`src/rtl/ctrl_pkg.sv`:
```
// Shared encodings for the down-sampler sequencer: opcodes, register codes,
// ALU controls, instruction field positions and FSM states.
package ctrl_pkg;

    localparam logic [3:0] OP_NOP   = 4'h0;
    localparam logic [3:0] OP_LDI   = 4'h1;
    localparam logic [3:0] OP_MOV   = 4'h2;
    localparam logic [3:0] OP_ALU   = 4'h3;
    localparam logic [3:0] OP_CMP   = 4'h4;
    localparam logic [3:0] OP_LOAD  = 4'h5;
    localparam logic [3:0] OP_STORE = 4'h6;
    localparam logic [3:0] OP_JMP   = 4'h7;
    localparam logic [3:0] OP_JZ    = 4'h8;
    localparam logic [3:0] OP_JG    = 4'h9;
    localparam logic [3:0] OP_HALT  = 4'hF;

    localparam logic [2:0] REG_NONE = 3'd0;
    localparam logic [2:0] REG_PC   = 3'd1;
    localparam logic [2:0] REG_DR   = 3'd2;
    localparam logic [2:0] REG_R1   = 3'd3;
    localparam logic [2:0] REG_R2   = 3'd4;
    localparam logic [2:0] REG_R3   = 3'd5;
    localparam logic [2:0] REG_R4   = 3'd6;
    localparam logic [2:0] REG_R5   = 3'd7;

    localparam logic [2:0] ALU_PASSA = 3'd0;
    localparam logic [2:0] ALU_ADD   = 3'd1;
    localparam logic [2:0] ALU_SUB   = 3'd2;
    localparam logic [2:0] ALU_AND   = 3'd3;
    localparam logic [2:0] ALU_OR    = 3'd4;
    localparam logic [2:0] ALU_SHL   = 3'd5;
    localparam logic [2:0] ALU_SHR   = 3'd6;
    localparam logic [2:0] ALU_PASSB = 3'd7;

    localparam int OP_LSB    = 12;
    localparam int RD_LSB    = 9;
    localparam int RA_LSB    = 6;
    localparam int RB_LSB    = 3;
    localparam int FUNCT_LSB = 0;

    typedef enum logic [3:0] {
        S_FETCH  = 4'd0,
        S_FWAIT  = 4'd1,
        S_DECODE = 4'd2,
        S_IMM_F  = 4'd3,
        S_IMM_W  = 4'd4,
        S_EXEC   = 4'd5,
        S_MEM1   = 4'd6,
        S_MEM2   = 4'd7,
        S_MEM3   = 4'd8,
        S_HALT   = 4'd9
    } state_t;

    typedef enum logic [2:0] {
        CLS_NOP      = 3'd0,
        CLS_TWO_WORD = 3'd1,
        CLS_MEM      = 3'd2,
        CLS_EXEC     = 3'd3,
        CLS_HALT     = 3'd4
    } op_class_t;

    function automatic logic [2:0] field3(input logic [15:0] word, input int lsb);
        return word[lsb +: 3];
    endfunction

endpackage

```
`src/rtl/control_unit_if.sv`:
```
// Instruction/flag inputs and datapath control lines between the sequencer
// (master) and the down-sampler datapath (slave).
interface control_unit_if;
    logic [15:0] instr;
    logic        zero;
    logic        great;
    logic [2:0]  sel_d;
    logic [2:0]  flagA;
    logic [2:0]  flagB;
    logic [2:0]  ctrl;
    logic        sel_c;
    logic [15:0] constant;
    logic        incr_en;
    logic        ir_en;
    logic        merge_en;
    logic        d_RAM_en;
    logic        halted;

    modport master (
        input  instr, zero, great,
        output sel_d, flagA, flagB, ctrl, sel_c, constant,
        output incr_en, ir_en, merge_en, d_RAM_en, halted
    );

    modport slave (
        output instr, zero, great,
        input  sel_d, flagA, flagB, ctrl, sel_c, constant,
        input  incr_en, ir_en, merge_en, d_RAM_en, halted
    );
endinterface

```
`src/rtl/ctrl_decode.sv`:
```
// Opcode classifier: picks which state sequence follows S_DECODE.
module ctrl_decode
    import ctrl_pkg::*;
(
    input  logic [3:0] op,
    output op_class_t  op_class
);

    always_comb begin
        op_class = CLS_HALT;
        case (op)
            OP_NOP:                  op_class = CLS_NOP;
            OP_LDI, OP_JMP,
            OP_JZ, OP_JG:            op_class = CLS_TWO_WORD;
            OP_LOAD, OP_STORE:       op_class = CLS_MEM;
            OP_MOV, OP_ALU, OP_CMP:  op_class = CLS_EXEC;
            // HALT and the unassigned opcodes A-E all park the machine
            default:                 op_class = CLS_HALT;
        endcase
    end

endmodule

```
`src/rtl/control_unit.sv`:
```
// Multi-cycle fetch/decode/execute sequencer. Outputs are a Moore decode of the
// state register and the instruction fields latched in S_DECODE.
module control_unit
    import ctrl_pkg::*;
(
    input  logic            clk,
    input  logic            rst_n,
    control_unit_if.master  bus
);

    state_t     state_reg;
    logic [3:0] op_reg;
    logic [2:0] rd_reg;
    logic [2:0] ra_reg;
    logic [2:0] rb_reg;
    logic [2:0] funct_reg;
    logic       z_f_reg;
    logic       g_f_reg;

    op_class_t  op_class;

    ctrl_decode u_decode (
        .op       (bus.instr[OP_LSB +: 4]),
        .op_class (op_class)
    );

    always_ff @(posedge clk or negedge rst_n) begin
        if (!rst_n) begin
            state_reg <= S_FETCH;
            op_reg    <= OP_NOP;
            rd_reg    <= REG_NONE;
            ra_reg    <= REG_NONE;
            rb_reg    <= REG_NONE;
            funct_reg <= ALU_PASSA;
            z_f_reg   <= 1'b0;
            g_f_reg   <= 1'b0;
        end else begin
            case (state_reg)
                S_FETCH:  state_reg <= S_FWAIT;
                S_FWAIT:  state_reg <= S_DECODE;
                S_DECODE: begin
                    op_reg    <= bus.instr[OP_LSB +: 4];
                    rd_reg    <= field3(bus.instr, RD_LSB);
                    ra_reg    <= field3(bus.instr, RA_LSB);
                    rb_reg    <= field3(bus.instr, RB_LSB);
                    funct_reg <= field3(bus.instr, FUNCT_LSB);
                    case (op_class)
                        CLS_NOP:      state_reg <= S_FETCH;
                        CLS_TWO_WORD: state_reg <= S_IMM_F;
                        CLS_MEM:      state_reg <= S_MEM1;
                        CLS_EXEC:     state_reg <= S_EXEC;
                        default:      state_reg <= S_HALT;
                    endcase
                end
                S_IMM_F:  state_reg <= S_IMM_W;
                S_IMM_W:  state_reg <= S_EXEC;
                S_EXEC: begin
                    // Flags are captured only by CMP so jumps see the last compare
                    if (op_reg == OP_CMP) begin
                        z_f_reg <= bus.zero;
                        g_f_reg <= bus.great;
                    end
                    state_reg <= S_FETCH;
                end
                S_MEM1:   state_reg <= S_MEM2;
                S_MEM2:   state_reg <= (op_reg == OP_LOAD) ? S_MEM3 : S_FETCH;
                S_MEM3:   state_reg <= S_FETCH;
                S_HALT:   state_reg <= S_HALT;
                default:  state_reg <= S_HALT;
            endcase
        end
    end

    logic        take_jump;
    logic [2:0]  sel_d;
    logic [2:0]  flag_a;
    logic [2:0]  flag_b;
    logic [2:0]  ctrl;
    logic        sel_c;
    logic [15:0] constant;
    logic        incr_en;
    logic        ir_en;
    logic        merge_en;
    logic        d_ram_en;
    logic        halted;

    assign take_jump = (op_reg == OP_JMP) ||
                       ((op_reg == OP_JZ) && z_f_reg) ||
                       ((op_reg == OP_JG) && g_f_reg);

    always_comb begin
        sel_d    = REG_NONE;
        flag_a   = REG_NONE;
        flag_b   = REG_NONE;
        ctrl     = ALU_PASSA;
        sel_c    = 1'b0;
        constant = 16'h0000;
        incr_en  = 1'b0;
        ir_en    = 1'b0;
        merge_en = 1'b0;
        d_ram_en = 1'b0;
        halted   = 1'b0;
        case (state_reg)
            S_FWAIT, S_IMM_W: begin
                ir_en   = 1'b1;
                incr_en = 1'b1;
            end
            S_EXEC: begin
                case (op_reg)
                    OP_MOV: begin
                        flag_a = ra_reg;
                        ctrl   = ALU_PASSA;
                        sel_d  = rd_reg;
                    end
                    OP_ALU: begin
                        flag_a = ra_reg;
                        flag_b = rb_reg;
                        ctrl   = funct_reg;
                        sel_d  = rd_reg;
                    end
                    OP_CMP: begin
                        flag_a = ra_reg;
                        flag_b = rb_reg;
                        ctrl   = ALU_SUB;
                    end
                    // In S_EXEC the IR already holds the immediate word
                    OP_LDI: begin
                        sel_c    = 1'b1;
                        constant = bus.instr;
                        sel_d    = rd_reg;
                    end
                    OP_JMP, OP_JZ, OP_JG: begin
                        if (take_jump) begin
                            sel_c    = 1'b1;
                            constant = bus.instr;
                            sel_d    = REG_PC;
                        end
                    end
                    default: ;
                endcase
            end
            S_MEM1:  merge_en = 1'b1;
            S_MEM2:  d_ram_en = (op_reg == OP_STORE);
            S_MEM3:  sel_d    = REG_DR;
            S_HALT:  halted   = 1'b1;
            default: ;
        endcase
    end

    assign bus.sel_d    = sel_d;
    assign bus.flagA    = flag_a;
    assign bus.flagB    = flag_b;
    assign bus.ctrl     = ctrl;
    assign bus.sel_c    = sel_c;
    assign bus.constant = constant;
    assign bus.incr_en  = incr_en;
    assign bus.ir_en    = ir_en;
    assign bus.merge_en = merge_en;
    assign bus.d_RAM_en = d_ram_en;
    assign bus.halted   = halted;

endmodule

```
`src/flat_wrapper.sv`:
```
// flat-port wrapper written by rule: the top's interface ports become plain ports
module control_unit_flat import ctrl_pkg::*;
  (clk, rst_n, bus_instr, bus_zero, bus_great, bus_sel_d, bus_flagA, bus_flagB, bus_ctrl, bus_sel_c, bus_constant, bus_incr_en, bus_ir_en, bus_merge_en, bus_d_RAM_en, bus_halted);
  control_unit_if bus_i ();
  input  logic clk;
  input  logic rst_n;
  input wire logic [$bits(bus_i.instr)-1:0] bus_instr;
  input wire logic [$bits(bus_i.zero)-1:0] bus_zero;
  input wire logic [$bits(bus_i.great)-1:0] bus_great;
  output wire logic [$bits(bus_i.sel_d)-1:0] bus_sel_d;
  output wire logic [$bits(bus_i.flagA)-1:0] bus_flagA;
  output wire logic [$bits(bus_i.flagB)-1:0] bus_flagB;
  output wire logic [$bits(bus_i.ctrl)-1:0] bus_ctrl;
  output wire logic [$bits(bus_i.sel_c)-1:0] bus_sel_c;
  output wire logic [$bits(bus_i.constant)-1:0] bus_constant;
  output wire logic [$bits(bus_i.incr_en)-1:0] bus_incr_en;
  output wire logic [$bits(bus_i.ir_en)-1:0] bus_ir_en;
  output wire logic [$bits(bus_i.merge_en)-1:0] bus_merge_en;
  output wire logic [$bits(bus_i.d_RAM_en)-1:0] bus_d_RAM_en;
  output wire logic [$bits(bus_i.halted)-1:0] bus_halted;
  assign bus_i.instr = bus_instr;
  assign bus_i.zero = bus_zero;
  assign bus_i.great = bus_great;
  assign bus_sel_d = bus_i.sel_d;
  assign bus_flagA = bus_i.flagA;
  assign bus_flagB = bus_i.flagB;
  assign bus_ctrl = bus_i.ctrl;
  assign bus_sel_c = bus_i.sel_c;
  assign bus_constant = bus_i.constant;
  assign bus_incr_en = bus_i.incr_en;
  assign bus_ir_en = bus_i.ir_en;
  assign bus_merge_en = bus_i.merge_en;
  assign bus_d_RAM_en = bus_i.d_RAM_en;
  assign bus_halted = bus_i.halted;
  control_unit u_core (.clk(clk), .rst_n(rst_n), .bus(bus_i));
endmodule
```
`config.mk`:
```
export PLATFORM = sky130hd
export DESIGN_NAME = control_unit_flat
export DESIGN_NICKNAME = d
export VERILOG_FILES = /design/src/rtl/ctrl_pkg.sv /design/src/rtl/control_unit_if.sv /design/src/rtl/ctrl_decode.sv /design/src/rtl/control_unit.sv /design/src/flat_wrapper.sv
export SDC_FILE = /design/constraint.sdc
export NUM_CORES = 1
export LEC_CHECK = 0
export CORE_AREA = 2 2 66 68
export CTS_CLUSTER_SIZE = 16
export DETAILED_ROUTE_END_ITERATION = 16
export DIE_AREA = 0 0 68 70
export HOLD_SLACK_MARGIN = 0.02
export PLACE_DENSITY = 0.68
export SLEW_MARGIN = 20
export SYNTH_ARGS = -nofsm -noshare
export SYNTH_HDL_FRONTEND = slang
export SYNTH_SLANG_ARGS = --single-unit
```
`constraint.sdc`:
```
create_clock -name clk -period 1.8 [get_ports clk]
set_input_delay 0.18 -clock clk [delete_from_list [all_inputs] [get_ports clk]]
set_output_delay 0.18 -clock clk [all_outputs]
set_load 0.05 [all_outputs]
```
==> summary.txt, run 1 <==
Synth
  – Post-Synth XOR/XNOR Area: 0.005673
  – Top cells by area, synth: dfrtp_1, mux2_2, nand2_1, mux2_4, nor2_1
  – Syn Area/Cell: 9.082 um^2
  – Share of the synthesized area in the top cell type: 0.3566
  – Cell area after synthesis: 1544 um^2
  – EDFF count, synth: 0
  – Yosys warns: 0
  – Post-synth ARST share: 1.000
  – Yosys cell types: 43
  – Syn Inst Count: 170
  – Synth Area in Simple Gates: 0.2642
  – Mux share of post-synthesis cell area: 0.1653
  – Post-Synth Adder-Cell Area: 0.02431
  – Yosys reg bits: 22
  – Syn_nets: 193
  – Post-synth top area cell: dfrtp_1
  – Post-synth top flop: dfrtp_1
  – Largest family of logic cells by synthesized area: simple AND/OR/NAND/NOR gates
  – Compound-Gate Fraction of Synth Area: 0.1143
  – Register area share after synthesis: 0.3566

Placed design
  – DP Wirelength: 2838 um
  – IO buf count: 53
  – Dpl ws: -0.1163 ns
  – RePlAce Congestion: 0.7692
  – DP Area: 2351 um^2

GRT
  – Largest net degree at the start of global routing: 23
  – Antenna violations before repair: 0
  – Grt total ovfl: 0
  – First-pass GRT wire length: 7182 um
  – Vias in the first global route: 1519
  – Total track usage: 0.1931

Floorplanning
  – Io pins: 54
  – Die span in x: 68 um
  – Die area: 4760 um^2
  – # rows: 24
  – Core ar.: 4144 um^2
  – Initial core utilization: 0.3726
  – Die Y: 70 um

Worst setup path
  – Setup slack, reg-to-reg: 0.29 ns
  – Worst EP arrival: 1.70 ns
  – Critical Path Fanout Max: 6
  – Cell Chain, Critical Path: buf_6, mux2_4, a22oi_2, nor2_1, o21a_1, buf_12
  – CP Capture Type: output pin
  – Data required time of the critical path: 1.62 ns
  – Worst reg2reg path depth: 5
  – Crit path launch type: flip-flop
  – Slowest CP cell: dfrtp_1
  – Crit-path max cell delay: 0.42 ns
  – Crit Path Category: reg2out

Timing
  – Max transition margin: 0.7581
  – RSZ-0062 raised after global routing: yes
  – Final Critical Period: 1.875 ns
  – Worst slew pin tran: 0.3608 ns
  – Max Freq: 0.5332 GHz
  – Final worst slack: -0.07549 ns
  – Max-slew violation count: 0
  – Worst Clk Skew: 0.002389 ns
  – Tcrit/Tclk final: 1.042
  – Setup TNS: -0.6304 ns
  – Final setup fails: 25
  – Final hold vios: 0

Final layout
  – Final net count: 268
  – Most frequent cells in the layout: nand2_1, buf_6, buf_12, dfrtp_1, buf_4
  – Share of layout cells above drive strength 1: 0.5779
  – Antenna diodes: 0
  – Design Area, Final: 2880 um^2
  – P&R area growth vs syn: 86.55%

Clock network
  – Worst skew pair latency: 0.27 ns
  – Clk slew on worst S/H paths: 0.08 ns
  – Num Clock Sinks: 22
  – CTS root buffer: clkbuf_8
  – Clock buffer depth: 2
  – H-tree depth: 1
  – TritonCTS buffer count: 3
  – CTS tree: yes

Power and ir drop
  – Switching pwr: 225.6 uW
  – Sequential power share: 0.512
  – Leak: 1.247 nW
  – P per Cell Area: 338.2 nW/um^2
  – Max rail drop VDD: 0.0002479 V
  – Clk pwr share: 0.385
  – Sw frac: 0.2317
  – Comb power frac: 0.103
  – Cell Int Power: 748.4 uW

Status
  – Violated checks: negative setup slack
  – Outcome: finished with violations

Detailed routing
  – DR pass1 iterations: 4
  – WL/cell: 15.64 um
  – Via count: 1515
  – DRC Markers: 0
  – Vias per cell: 5.118
  – Total Wirelength: 4628 um
  – Initial DRC Count: 98
  – Routed Antenna Nets: 0

Run
  – Max cap viols: 0

Worst hold path
  – Worst hold path type: in2async
==> Yosys cell counts, drive strengths merged, types with 2 or more instances <==
master	number
o31ai	2
nor4b	2
a21oi	9
nand2	25
o21ai	4
and2	7
nor2	23
nor3	3
mux2	18
a22oi	2
dfrtp	22
buf	11
nand2b	4
clkbuf	2
inv	5
mux2i	3
and3	2
ha	3
nor2b	6
==> layer usage <==
metal,vias to the layer above,global-route usage,share of wire,wire [um]
met5,-,0,0,0
met1,740,0.2531,0.41,1919
met4,0,0.04889,0.0076,35
met2,40,0.3085,0.51,2377
li1,730,-,-,-
met3,5,0.05636,0.064,295
==> power by group through the flow <==
stage               clock network [mW]  registers [mW]  logic [mW]
floorplan                            0           0.507      0.0267
global placement                     0           0.508      0.0966
detailed placement                   0           0.508      0.0974
CTS                              0.375           0.498      0.0982
global route                     0.397           0.499       0.109
finish                           0.375           0.498       0.100
==> repair_timing <==
action | 4_1_cts | 5_1_grt
endpoints found under the setup margin | 30 | 30
pin swaps | 8 | 17
endpoints found under the hold margin | 0 | 0
buffers inserted | 9 | 4
cloned | 1 | 0
gates resized for setup | 50 | 40
hold buffers | 0 | 0
==> path summary, 6_finish.rpt <==
| kind | from | end |
|---|---|---|
| hold / removal | rst_n | u_core.state_reg[0] |
| hold reg to reg | u_core.funct_reg[0] | u_core.funct_reg[0] |
| max in group asynchronous | rst_n | u_core.op_reg[1] |
| min in group clk | u_core.funct_reg[0] | u_core.funct_reg[0] |
| setup reg to reg | u_core.state_reg[3] | u_core.funct_reg[1] |
| setup / recovery | u_core.op_reg[2] | bus_sel_d[0] |
==> through the flow <==
| step | hold slack, ns | power [mW] | util | instances |
|---|---|---|---|---|
| final | 0.2621 | 0.9740 | 0.6950 | 296 |
| after global routing | 0.2877 | 1.005 | 0.6950 | 296 |
| after CTS | 0.2770 | 0.9711 | 0.6555 | 293 |
| after detailed placement | 0.4865 | 0.6051 | 0.5673 | 279 |
| after global placement | 0.4815 | 0.6042 | 0.5673 | 279 |
| after floorplan | -0.1156 | 0.5339 | - | 170 |
==> worst max-delay path, delay by kind of cell, from the launching register on <==
family | cells | cell delay [ns]
simple gates | 1 | 0.06
compound gates | 2 | 0.33
mux | 1 | 0.30
flops | 1 | 0.42
buf+inv | 2 | 0.31
==> layout make-up <==
class                           instances  area, um^2
Fill cell                             276        1264
Multi-Input combinational cell        130        1166
Timing Repair Buffer                   83        1023
Sequential cell                        22       551.8
Tap cell                               52       65.06
Clock buffer                            4       55.05
Inverter                                5       18.77
==> logic make-up (layout without fill, tap and decap cells) <==
kind of cell             Yosys count  after routing
adder cells (fa/ha/maj)            3              3
XOR/XNOR                           1              1
buffers and inverters             18             92
flip-flops                        22             22
multiplexers                      21             21
AND/OR/NAND/NOR                   79             79
AO/OA/AOI/OAI                     26             26
Power figures use the tool's default switching activity.
==> run 2: changes to the inputs <==
Settings changed: GPL_ROUTABILITY_DRIVEN set to 0, PLACE_DENSITY 0.68 to 0.72.
==> run 2 against run 1 <==
Effect of this change:
- the run still ends with negative setup slack left
- register-to-register slack got worse by 0.24 ns
- die area unchanged
- clock skew increased by 0.0050 ns
==> summary.txt, run 2 (same netlist as run 1, synthesis figures left out) <==
Detailed routing
  – Via count: 1546
  – Vias per cell: 5.188
  – WL/cell: 16.59 um
  – Initial DRC Count: 36
  – Total Wirelength: 4944 um
  – Routed Antenna Nets: 0
  – DRC Markers: 0
  – DR pass1 iterations: 4

Worst setup path
  – Reg2reg end: u_core.funct_reg[1]
  – FF-to-FF Start: u_core.state_reg[3]
  – Slowest CP cell: dfrtp_1
  – Setup slack, reg-to-reg: 0.05 ns
  – Worst EP arrival: 1.72 ns
  – Crit path launch type: flip-flop
  – Data required time of the critical path: 1.62 ns
  – Crit-path max cell delay: 0.39 ns
  – Worst reg2reg path depth: 7
  – Cell Chain, Critical Path: buf_6, mux2_2, a22oi_2, nor2_1, o21a_1, buf_12
  – CP Capture Type: output pin
  – Critical Path Fanout Max: 7
  – Crit Path Category: reg2out

Floorplanning
  – # rows: 24
  – Io pins: 54
  – Die area: 4760 um^2
  – Die span in x: 68 um
  – Initial core utilization: 0.3726
  – Core ar.: 4144 um^2
  – Die Y: 70 um

Timing
  – RSZ-0062 raised after global routing: yes
  – Max transition margin: 0.7572
  – Max-slew violation count: 0
  – Worst slew pin tran: 0.3622 ns
  – Tcrit/Tclk final: 1.053
  – Final worst slack: -0.09611 ns
  – Final hold vios: 0
  – Final Critical Period: 1.896 ns
  – Max Freq: 0.5274 GHz
  – Worst Clk Skew: 0.007388 ns
  – Final setup fails: 28

GRT
  – Antenna violations before repair: 0
  – Vias in the first global route: 1492
  – Total track usage: 0.1995
  – Largest net degree at the start of global routing: 23
  – First-pass GRT wire length: 7224 um
  – Grt total ovfl: 0

Power and ir drop
  – Switching pwr: 219.6 uW
  – Leak: 1.264 nW
  – Clk pwr share: 0.383
  – Cell Int Power: 749.1 uW
  – Sw frac: 0.2267
  – Max rail drop VDD: 0.0003614 V
  – Comb power frac: 0.103
  – Design Power: 968.8 uW
  – P per Cell Area: 327.9 nW/um^2
  – Sequential power share: 0.514

Placed design
  – DP Wirelength: 2909 um
  – IO buf count: 53
  – Dpl ws: -0.1201 ns

Clock network
  – Hold-fix buffers at CTS: 0
  – CTS tree: yes
  – Num Clock Sinks: 22
  – Clock buffer depth: 2
  – TritonCTS buffer count: 3
  – H-tree depth: 1
  – Worst skew pair latency: 0.27 ns
  – CTS root buffer: clkbuf_8
  – Clk slew on worst S/H paths: 0.09 ns

Final layout
  – Seq. cell area: 551.8 um^2
  – Most common cell after layout, fill and taps aside: nand2_1
  – Final net count: 270
  – Antenna diodes: 0
  – Share of layout cells above drive strength 1: 0.5610
  – Filler cells: 275
  – Area of the multi-input gates: 1159 um^2
  – Most frequent cells in the layout: nand2_1, buf_12, dfrtp_1
  – P&R area growth vs syn: 91.33%

Status
  – Outcome: finished with violations
  – Violated checks: negative setup slack

Worst hold path
  – Worst hold path type: in2async

Run
  – Max cap viols: 0
[run 2: cell type report]
class / instances / share of cell area
clock buffer: 4 / 0.01864
inverter: 5 / 0.006353
multi-input combinational: 130 / 0.3922
sequential: 22 / 0.1868
tap: 52 / 0.02202
timing repair buffer: 85 / 0.3740
[run 2: routing by layer]
metal | up-vias | GRT usage | routed length (um)
met5 | - | 0 | 0
met4 | 0 | 0.04000 | 63
met3 | 6 | 0.03704 | 249
met2 | 42 | 0.3549 | 2635
met1 | 764 | 0.2454 | 1995
li1 | 734 | - | -
[run 2: worst max path at each step]
stage,endpoint,cells past startpoint,startpoint
final,bus_sel_d[0],6,u_core.op_reg[2]
after global routing,bus_sel_d[0],6,u_core.op_reg[2]
after CTS,bus_constant[6],6,u_core.op_reg[3]
after detailed placement,bus_constant[4],5,u_core.op_reg[3]
after global placement,bus_constant[7],5,u_core.op_reg[3]
after floorplan,bus_constant[6],6,u_core.state_reg[1]
[run 2: repair_timing]
action                                  CTS  global route
gates cloned                              1             1
setup buffers                             8             5
pin swaps                                 5            22
endpoints found under the setup margin   30            30
resized for setup                        41            48
[run 2: critical path, delay by kind of cell (launching register included)]
kind / cells / cell delay [ns]
multiplexers: 1 / 0.35
AND/OR/NAND/NOR: 1 / 0.06
buffers and inverters: 2 / 0.32
flip-flops: 1 / 0.39
AO/OA/AOI/OAI: 2 / 0.33
[run 2: power groups by stage]
stage / registers, mW / clock network (mW) / logic, mW
floorplan: 0.507 / 0 / 0.0267
global placement: 0.507 / 0 / 0.0982
detailed placement: 0.507 / 0 / 0.0994
CTS: 0.498 / 0.362 / 0.100
global route: 0.498 / 0.391 / 0.110
finish: 0.498 / 0.371 / 0.100
[run 2: through the flow]
| step | cells | utilization | hold slack [ns] | cell area (um^2) | TNS [ns] |
|---|---|---|---|---|---|
| detailed placement | 279 | 0.5704 | 0.4881 | 2364 | -1.244 |
| global placement | 279 | 0.5704 | 0.4808 | 2364 | -0.5247 |
| CTS | 292 | 0.6476 | 0.2768 | 2684 | -1.719 |
| global route | 298 | 0.7129 | 0.2908 | 2954 | -3.179 |
| finish | 298 | 0.7129 | 0.2604 | 2954 | -1.505 |
| floorplan | 170 | - | -0.1156 | 1577 | -1.497 |
==> run 3: changes to the inputs <==
Settings changed: CORE_AREA 2 2 66 68 to 2 2 62 64, DIE_AREA 0 0 68 70 to 0 0 64 66, PLACE_DENSITY 0.72 to 0.8.
Clock period 1.8 ns to 2.05 ns, I/O delays scaled along.
==> run 3 against run 2 <==
Effect of this change:
- global-route usage decreased by 2.2 points
- the flow now finishes without violations
- die area decreased by 11%
- flip-flop and latch count unchanged
- power decreased by 27%
- highest routed layer unchanged
- sequential power decreased by 12%
- sequential share of layout area increased by 4.5 points
- hold slack got worse by 0.020 ns
- combinational power decreased by 18%
- critical path depth unchanged
==> summary.txt, run 3 (same netlist as run 1, synthesis figures left out) <==
Clock network
  – CTS tree: yes
  – Clk slew on worst S/H paths: 0.12 ns
  – Clock buffer depth: 2
  – Num Clock Sinks: 22
  – H-tree depth: 1
  – Hold-fix buffers at CTS: 0
  – TritonCTS buffer count: 3
  – Worst skew pair latency: 0.30 ns
  – CTS root buffer: clkbuf_4

Detailed routing
  – Initial DRC Count: 46
  – Vias per cell: 5.138
  – WL/cell: 13.87 um
  – Via count: 1413
  – DR pass1 iterations: 4
  – Total Wirelength: 3815 um
  – Routed Antenna Nets: 0
  – DRC Markers: 0

GRT
  – Grt total ovfl: 0
  – Total track usage: 0.1772
  – Antenna violations before repair: 0
  – Vias in the first global route: 1339
  – Largest net degree at the start of global routing: 23
  – First-pass GRT wire length: 5947 um

Floorplanning
  – Io pins: 54
  – Die Y: 66 um
  – Die span in x: 64 um
  – # rows: 22
  – Core ar.: 3551 um^2
  – Die area: 4224 um^2
  – Initial core utilization: 0.4348

Worst setup path
  – Slowest CP cell: dfrtp_1
  – Crit path launch type: flip-flop
  – Crit. Startpoint: u_core.op_reg[1]
  – FF-to-FF Start: u_core.state_reg[3]
  – CP Capture Type: output pin
  – Critical Path Fanout Max: 6
  – Crit Path Category: reg2out
  – Buf+Inv Stages, Crit Path: 2
  – Cell Chain, Critical Path: buf_4, nand2b_1, nor2_1, nand2_1, a21oi_1, buf_12
  – Worst EP arrival: 1.79 ns
  – Data required time of the critical path: 1.85 ns
  – Crit-path max cell delay: 0.46 ns
  – CP top delay family: flip-flops

Timing
  – Final Critical Period: 1.998 ns
  – RSZ-0062 raised after global routing: yes
  – Max-slew violation count: 0
  – Final hold vios: 0
  – Tcrit/Tclk final: 0.9745
  – Max transition margin: 0.7479
  – Final setup fails: 0
  – Worst slew pin tran: 0.3770 ns
  – Worst Clk Skew: 0.002853 ns
  – Max Freq: 0.5006 GHz

Power and ir drop
  – Max rail drop VDD: 0.0002341 V
  – Leak: 1.090 nW
  – P per Cell Area: 297.9 nW/um^2

Final layout
  – Share of layout cells above drive strength 1: 0.4097
  – P&R area growth vs syn: 54.38%
  – Design Area, Final: 2384 um^2
  – Antenna diodes: 0
  – Most frequent cells in the layout: nand2_1, buf_4, dfrtp_1
  – Most common cell after layout, fill and taps aside: nand2_1
  – Final net count: 252
  – Finished Layout Cells: 275
  – Layout Utilization: 0.6712

Worst hold path
  – Worst hold path type: in2async

Status
  – Outcome: finished clean

Placed design
  – DP Area: 2235 um^2
  – IO buf count: 53
  – Post-Place Cells: 269
  – DP Wirelength: 2707 um

Run
  – Max cap viols: 0
-- run 3: cell count changes in the layout (fill, tap and decap cells not counted), sizes merged --
cell    before  now
buf         64   48
clkbuf       6    3
-- run 3: power breakdown --
| group | total (mW) | internal, mW | leakage, nW | switching (mW) |
|---|---|---|---|---|
| clock network | 0.191 | 0.0684 | 0.0138 | 0.122 |
| logic | 0.0816 | 0.0470 | 0.793 | 0.0346 |
| registers | 0.438 | 0.436 | 0.284 | 0.00194 |
-- run 3: path summary, 6_finish.rpt --
| check | endpoint | slack (ns) | cells past startpoint |
|---|---|---|---|
| setup reg to reg | u_core.rb_reg[1] | 0.46 | 5 |
| hold / removal | u_core.rd_reg[1] | 0.24 | 2 |
| max in group asynchronous | u_core.op_reg[3] | 1.57 | 2 |
| setup / recovery | bus_ctrl[1] | 0.05 | 6 |
| hold reg to reg | u_core.funct_reg[2] | 0.52 | 1 |
| min in group clk | u_core.funct_reg[2] | 0.52 | 1 |
-- run 3: stage by stage --
stage | TNS [ns] | power (mW) | setup slack (ns) | hold slack (ns)
2_1_floorplan | 0 | 0.4688 | 0.006573 | -0.09059
3_3_place_gp | 0 | 0.5267 | 0.1856 | 0.4812
3_5_place_dp | 0 | 0.5280 | 0.1672 | 0.4846
4_1_cts | 0 | 0.7169 | 0.01094 | 0.2485
5_1_grt | -0.1841 | 0.7413 | -0.04808 | 0.2623
6_report | 0 | 0.7101 | 0.05236 | 0.2406
-- run 3: area by class of cell --
type | instances | area (um^2)
clock buffers | 3 | 22.52
fillers | 271 | 1167
inverters | 5 | 18.77
multi-input cells | 130 | 949.7
flip-flops and latches | 22 | 553.0
well taps | 48 | 60.06
repair buffers | 67 | 779.5
-- run 3: worst reg2reg max path, cell delays in order (launching register included) --
cell and delay, ns:
dfrtp_1 0.39, buf_4 0.17, nand2b_4 0.15, nor3_4 0.10, buf_4 0.30, mux2_2 0.38
-- run 3: repair_timing --
item                                    4_1_cts  5_1_grt
resized for setup                             2       25
pin swaps                                     0        2
endpoints found under the setup margin       17       28
setup buffers                                 0        3
-- run 3: metal layers --
| layer | share of wire | track usage | wire (um) | vias up |
|---|---|---|---|---|
| li1 | - | - | - | 696 |
| met5 | 0 | 0 | 0 | - |
| met4 | 0.011 | 0.06522 | 42 | 0 |
| met1 | 0.45 | 0.2363 | 1722 | 678 |
| met3 | 0.049 | 0.02726 | 188 | 4 |
| met2 | 0.49 | 0.2904 | 1861 | 35 |
